`src/rtl/macro_credit_cnt3.sv`:
```
// macro_credit_cnt3 -- 3-bit credit counter for small buffers (7 entries or fewer).
//
// Gates a consumer valid/ready handshake on available credits. Credits are
// counted back in from a downstream return pulse. A drain request blocks new
// consumes until every outstanding credit has come back.
//
// Ports:
//   clk              rising-edge clock
//   resetn           asynchronous active-low reset, synchronous release
//   i_consume_valid  requester wants one credit
//   o_consume_ready  credit grantable this cycle (registers only)
//   i_return         one credit returned (at most one per cycle)
//   i_drain          drain request pulse
//   i_err_clear      clears the sticky error flags
//   o_credits        current credit count
//   o_empty          o_credits == 0
//   o_full           o_credits == MAX_CREDITS
//   o_draining       FSM in DRAIN
//   o_drained        one-cycle pulse when a drain completes
//   o_err_overflow   sticky: return accepted while already full
//   o_err_underflow  sticky: decrement applied while decr3 borrow was set
//
// state | meaning
// ------+---------------------------------------------------------------
// INIT  | one cycle after reset release, consumes blocked
// RUN   | normal operation, consumes granted while credits remain
// DRAIN | consumes blocked until the count is back at MAX_CREDITS

// Decrement lookup: q = a - 1 (mod 8), c = borrow out when a == 0.
module macro_rom_decr3 (
   input  logic [2:0] a,
   output logic [2:0] q,
   output logic       c
);
   always_comb begin
      q = 3'd0;
      c = 1'b0;
      case (a)
         3'd0: begin q = 3'd7; c = 1'b1; end
         3'd1: q = 3'd0;
         3'd2: q = 3'd1;
         3'd3: q = 3'd2;
         3'd4: q = 3'd3;
         3'd5: q = 3'd4;
         3'd6: q = 3'd5;
         3'd7: q = 3'd6;
         default: begin q = 3'd0; c = 1'b0; end
      endcase
   end
endmodule

module macro_credit_cnt3 #(
   parameter int INIT_CREDITS = 7,
   parameter int MAX_CREDITS  = 7
) (
   input  logic       clk,
   input  logic       resetn,
   input  logic       i_consume_valid,
   output logic       o_consume_ready,
   input  logic       i_return,
   input  logic       i_drain,
   input  logic       i_err_clear,
   output logic [2:0] o_credits,
   output logic       o_empty,
   output logic       o_full,
   output logic       o_draining,
   output logic       o_drained,
   output logic       o_err_overflow,
   output logic       o_err_underflow
);
   localparam logic [2:0] INIT_C = 3'(INIT_CREDITS);
   localparam logic [2:0] MAX_C  = 3'(MAX_CREDITS);

   typedef enum logic [1:0] {
      ST_INIT  = 2'd0,
      ST_RUN   = 2'd1,
      ST_DRAIN = 2'd2
   } state_t;

   state_t     state;
   logic [2:0] cnt;
   logic [2:0] decr_q;
   logic       decr_c;
   logic       fire;
   logic       ovf_set;
   logic       unf_set;

   macro_rom_decr3 u_decr (
      .a (cnt),
      .q (decr_q),
      .c (decr_c)
   );

   assign o_consume_ready = (state == ST_RUN) && (cnt != 3'd0);
   assign fire            = i_consume_valid && o_consume_ready;

   // A consume and a return in the same cycle cancel out, so neither error
   // can be raised then, even when the counter sits at the ceiling.
   assign ovf_set = !fire && i_return && !(cnt < MAX_C);
   assign unf_set = fire && !i_return && decr_c;

   always_ff @(posedge clk or negedge resetn) begin
      if (!resetn) begin
         state           <= ST_INIT;
         cnt             <= INIT_C;
         o_drained       <= 1'b0;
         o_err_overflow  <= 1'b0;
         o_err_underflow <= 1'b0;
      end else begin
         o_drained <= 1'b0;
         case (state)
            ST_INIT: state <= ST_RUN;
            ST_RUN: begin
               if (i_drain) state <= ST_DRAIN;
            end
            ST_DRAIN: begin
               if (cnt == MAX_C) begin
                  state     <= ST_RUN;
                  o_drained <= 1'b1;
               end
            end
            default: state <= ST_INIT;
         endcase

         if (fire && !i_return)
            cnt <= decr_q;
         else if (!fire && i_return && (cnt < MAX_C))
            cnt <= cnt + 3'd1;

         // Set wins over clear.
         o_err_overflow  <= ovf_set || (o_err_overflow  && !i_err_clear);
         o_err_underflow <= unf_set || (o_err_underflow && !i_err_clear);
      end
   end

   assign o_credits  = cnt;
   assign o_empty    = (cnt == 3'd0);
   assign o_full     = (cnt == MAX_C);
   assign o_draining = (state == ST_DRAIN);
endmodule

```
`config.mk`:
```
export PLATFORM = sky130hd
export DESIGN_NAME = macro_credit_cnt3
export DESIGN_NICKNAME = d
export VERILOG_FILES = /design/src/rtl/macro_credit_cnt3.sv
export SDC_FILE = /design/constraint.sdc
export NUM_CORES = 1
export LEC_CHECK = 0
export CORE_AREA = 2 2 39 41
export CTS_BUF_LIST = sky130_fd_sc_hd__clkbuf_8 sky130_fd_sc_hd__clkbuf_16
export CTS_CLUSTER_SIZE = 25
export DETAILED_ROUTE_END_ITERATION = 6
export DIE_AREA = 0 0 41 43
export HOLD_SLACK_MARGIN = 0.05
export PLACE_DENSITY_LB_ADDON = 0.2
export SLEW_MARGIN = 5
export SYNTH_ARGS = -nofsm -noshare
export SYNTH_HDL_FRONTEND = slang
export SYNTH_SLANG_ARGS = --single-unit
```
`constraint.sdc`:
```
create_clock -name clk -period 2.9 [get_ports clk]
set_input_delay 0.58 -clock clk [delete_from_list [all_inputs] [get_ports clk]]
set_output_delay 0.58 -clock clk [all_outputs]
set_load 0.1 [all_outputs]
```
# Word-level counts from Yosys, hierarchy flattened
# Cells that the tools add are included.
word_totals:
  in_bits: 6
  elab_cells: 47
  regBits: 8
classes:
  order_cmp: 1
  n_reduce_logical: 20
  mux: 9
  addsub: 1
  eq_ne: 11
op_table:
  columns: ["operator", "count"]
  rows:
  - ["$pmux 3 s8", 1]
  - ["$eq 3x3->1 const B", 4]
  - ["$logic_and 1x1->1", 9]
  - ["$eq 3x2->1 const B", 2]
  - ["$mux 3", 2]
  - ["$pmux 2 s3", 1]
  - ["$logic_not 1->1", 4]
  - ["$mux 2", 2]
  - ["$ne 2x2->1 const B", 2]
  - ["$add 3x1->3 const B", 1]
  - ["$eq 3x1->1 const B", 1]
  - ["$logic_not 3->1", 1]
  - ["$lt 3x3->1 const B", 1]
  - ["$mux 1", 3]
  - ["$reduce_bool 3->1", 1]
  - ["$eq 2x1->1 const B", 1]
  - ["$eq 2x2->1 const B", 1]
  - ["$logic_not 2->1", 1]
  - ["$logic_or 1x1->1", 2]
  - ["$reduce_and 2->1", 1]
  - ["$reduce_bool 2->1", 1]

# Depth between registers and ports, before layout
logic_depth:
  depth_word: 8
  mapped_depth: 6
  ltp_nobuf: 6

# Modules after synthesis
# From an unflattened synthesis, not the netlist that was laid out.
hier_totals:
  cells_unflattened: 49
  area_unflattened_um2: 519.2
modules_own_cells:
  columns: ["module", "n_inst", "area_each_um2", "cells_per_inst"]
  rows:
  - ["macro_credit_cnt3", 1, 485.5, 44]
  - ["macro_rom_decr3", 1, 33.8, 5]

# Worst setup path after synthesis
# No wires, ideal clock.
synth_timing:
  path_type: "register to output"
  start: "register cnt[0] (netlist: o_credits[0])"
  end: "output port o_consume_ready"
  t_arrival_ns: 2.967
  path_stages_with_launch: 5
  path_slack_ns: -0.647
  t_required_ns: 2.320
  path_cell_list: "dfstp_2 > inv_1 > ha_1 > nor2b_2 > nor2_1"
synth_via:
  elab_chain_cells: 2
synth_lines:
  columns: ["item", "line_no", "text"]
  rows:
  - ["start, declared", "81", "logic [2:0] cnt;"]
  - ["start signal, assigned", "126", "cnt <= decr_q;"]
  - ["start signal, assigned", "128", "cnt <= cnt + 3'd1;"]
  - ["$reduce_bool 3->1", "94", "assign o_consume_ready = (state == ST_RUN) && (cnt != 3'd0);"]
  - ["$logic_and 1x1->1", "94", null]
  - ["end, declared", "59", "output logic o_consume_ready,"]
# No other way between the ends.

# Worst setup path in the final report
# Ends and elaborated chain as after synthesis.

==> metrics.md <==
| Metric | Value |
|---|---|
| # clock sinks | 8 |
| First-pass GRT wire length | 1883 um |
| TNS Setup | 0 ps |
| Gpl congestion | 0.8219 |
| WHS Path Cells | 1 |
| Vias in the first global route | 445 |
| Post-synth cell types | 24 |
| FF-to-FF End | o_credits[1] |
| Critical Path Max Stage Delay | 590 ps |
| Final instance count without filler cells | 89 |
| Final Hold Viols | 0 |
| I/O pin total | 16 |
| Ratio of final minimum period to clock period | 76.83% |
| Cell taking the most area after synthesis | dfrtp_1 |
| Crit path depth | 5 |
| Post-synth top area share | 23.26% |
| Antenna Nets Post-Route | 0 |
| WL met2 | 520 um |
| Dpl hpwl | 889.6 um |
| Hold crit path type | reg -> reg |
| Yosys reg bits | 8 |
| Max stage delay cell, worst path | dfstp_2 |
| Rows | 14 |
| Worst setup SP type | flip-flop |
| Vias | 449 |
| Outcome | finished, final reports clean |
| Antenna violations before repair | 0 |
| Syn Area/Cell | 9.963 um2 |
| Tot GR Track Use | 15.96% |
| DR top layer | met4 |
| WS Path Type | reg -> out |
| Cts bufs inserted | 3 |
| Worst EP arrival | 1650 ps |
| # diodes | 0 |
| Seq/Total Area, Yosys | 37.91% |
| Crit path max fanout | 7 |
| Core area | 1384 um2 |
| Drt first pass iters | 3 |
| Clk slew on worst S/H paths | 40 ps |
| Starting Density | 38.88% |
| Port bufs | 15 |
| Critical R2R Launch | o_credits[0] |
| Total wire length | 1082 um |
| Pin count of the biggest net entering global routing | 10 |
| DRC errors left | 0 |
| Syn_nets | 66 |
| Remaining global-route overflow | 0 |
| CP endpoint kind | primary output |
| Clk buf depth | 2 |
| Number of instances in the placed design | 85 |
| Initial DRC Count | 6 |
| CP bufs+invs | 2 |
| Hold path endpoint | o_err_underflow |
| Area Growth Syn to Fin | 39.07% |
| Die area | 1763 um2 |
| Postcts setup bufs | 0 |
| Number of synthesis warnings | 0 |
| Largest delay share family, worst path | flip-flops |
| Clk_lat worst skew | 230 ps |
| Clock skew | 4.887 ps |
| Slew Limit Fails | 0 |
| CTS tree | done |
| # resized after CTS | 0 |
| Crit-path cells | inv_1, ha_1, nor2b_2, nor2_4, buf_12 |
| Mapped Cells | 54 |
| Placed inst area | 703.2 um2 |
| Fin crit period | 2228 ps |
| Share of layout cells above drive strength 1 | 28.77% |
| FMAX | 0.4488 GHz |
| Hold path start | o_err_underflow |
| Worst slew pin tran | 385.0 ps |
| Headroom to the max-slew limit | 74.25% |
| Root Driver | clkbuf_8 |
| RSZ-0062 raised after global routing | false |
| Die Y | 43 um |
| Worst r2r path cells | 6 |
| WL met1 | 485 um |
| Area contributors post-synth | dfrtp_1, dfstp_2, ha_1 |
| Nets | 86 |
| CTS hold repair buffers | 0 |
| Max-cap violations | 0 |
| CTS H-Tree Depth | 1 |
| Post-route cell area | 748.2 um2 |
| Vias per inst | 5.045 |
| CP required | 2320 ps |
| Reg2Reg Setup Slack | 960 ps |
| Final setup viols | 0 |
| WL/cell | 12.16 um |
| DR WL met3 | 70 um |
| DIE WIDTH | 41 um |
| Syn Std Cell Area | 538.0 um2 |
worst max path at each step:
stage,startpoint,endpoint,slack [ps]
6_report,o_credits[0],o_consume_ready,670
3_5_place_dp,i_return,o_credits[2],860
2_1_floorplan,o_credits[0],o_consume_ready,100
4_1_cts,o_credits[0],o_consume_ready,650
5_1_grt,o_credits[0],o_consume_ready,590
3_3_place_gp,o_credits[0],o_consume_ready,910
synth_stat cells (all sizes together):
cell type,n
o221ai,1
dfrtp,5
nand2b,2
nor3,1
o311ai,2
ha,6
nand3,2
nand2,1
o31ai,1
and2,3
nand3b,1
inv,6
o22ai,1
and2b,1
a221o,1
nor2b,4
dfstp,3
o21ai,4
nor2,4
a21oi,4
a211o,1
through the flow:
step           setup slack (ps)  hold WS [ps]  util (%)
2_1_floorplan             102.7         284.4         -
3_3_place_gp              912.1         491.9     50.81
3_5_place_dp              857.1         499.3     50.81
4_1_cts                   654.1         510.6     54.07
5_1_grt                   586.5         545.8     54.07
6_report                  671.9         497.7     54.07
sequential cells by signal, indices dropped and copies added (netlist names):
signal / cells
o_credits: 3
state: 2
o_drained: 1
o_err_overflow: 1
o_err_underflow: 1
per-layer routing:
metal  global-route usage [%]  up-vias
li1                         -      228
met1                    21.31      207
met2                    22.50       12
met3                    7.853        2
met4                    4.000        0
met5                        0        -
final cells by class:
type                       count  area, um2
multi-input combinational     40      319.1
sequential                     8      203.9
fill                         137      635.6
tap                           16      20.02
clock buffer                   3      41.29
timing repair buffer          15      137.6
clock inverter                 1      3.754
inverter                       6      22.52
logic make-up after synthesis:
family,synth area share (%)
AOI/OAI and AO/OA,21.63
adders and majority gates,13.95
buffers and inverters,4.186
and+or+nand+nor,22.32
DFF,37.91
placed cells by master, fill, tap and decap left out, drive strengths merged, types with 4 or more instances in the layout:
cell,synthesis,final
buf,0,10
inv,6,7
ha,6,6
clkdlybuf4s50,0,5
dfrtp,5,5
o21ai,4,4
a21oi,4,4
nor2b,4,4
nor2,4,4
Power is not shown: default switching activity piles up to over one toggle a cycle in this logic, so the estimate is an artifact.
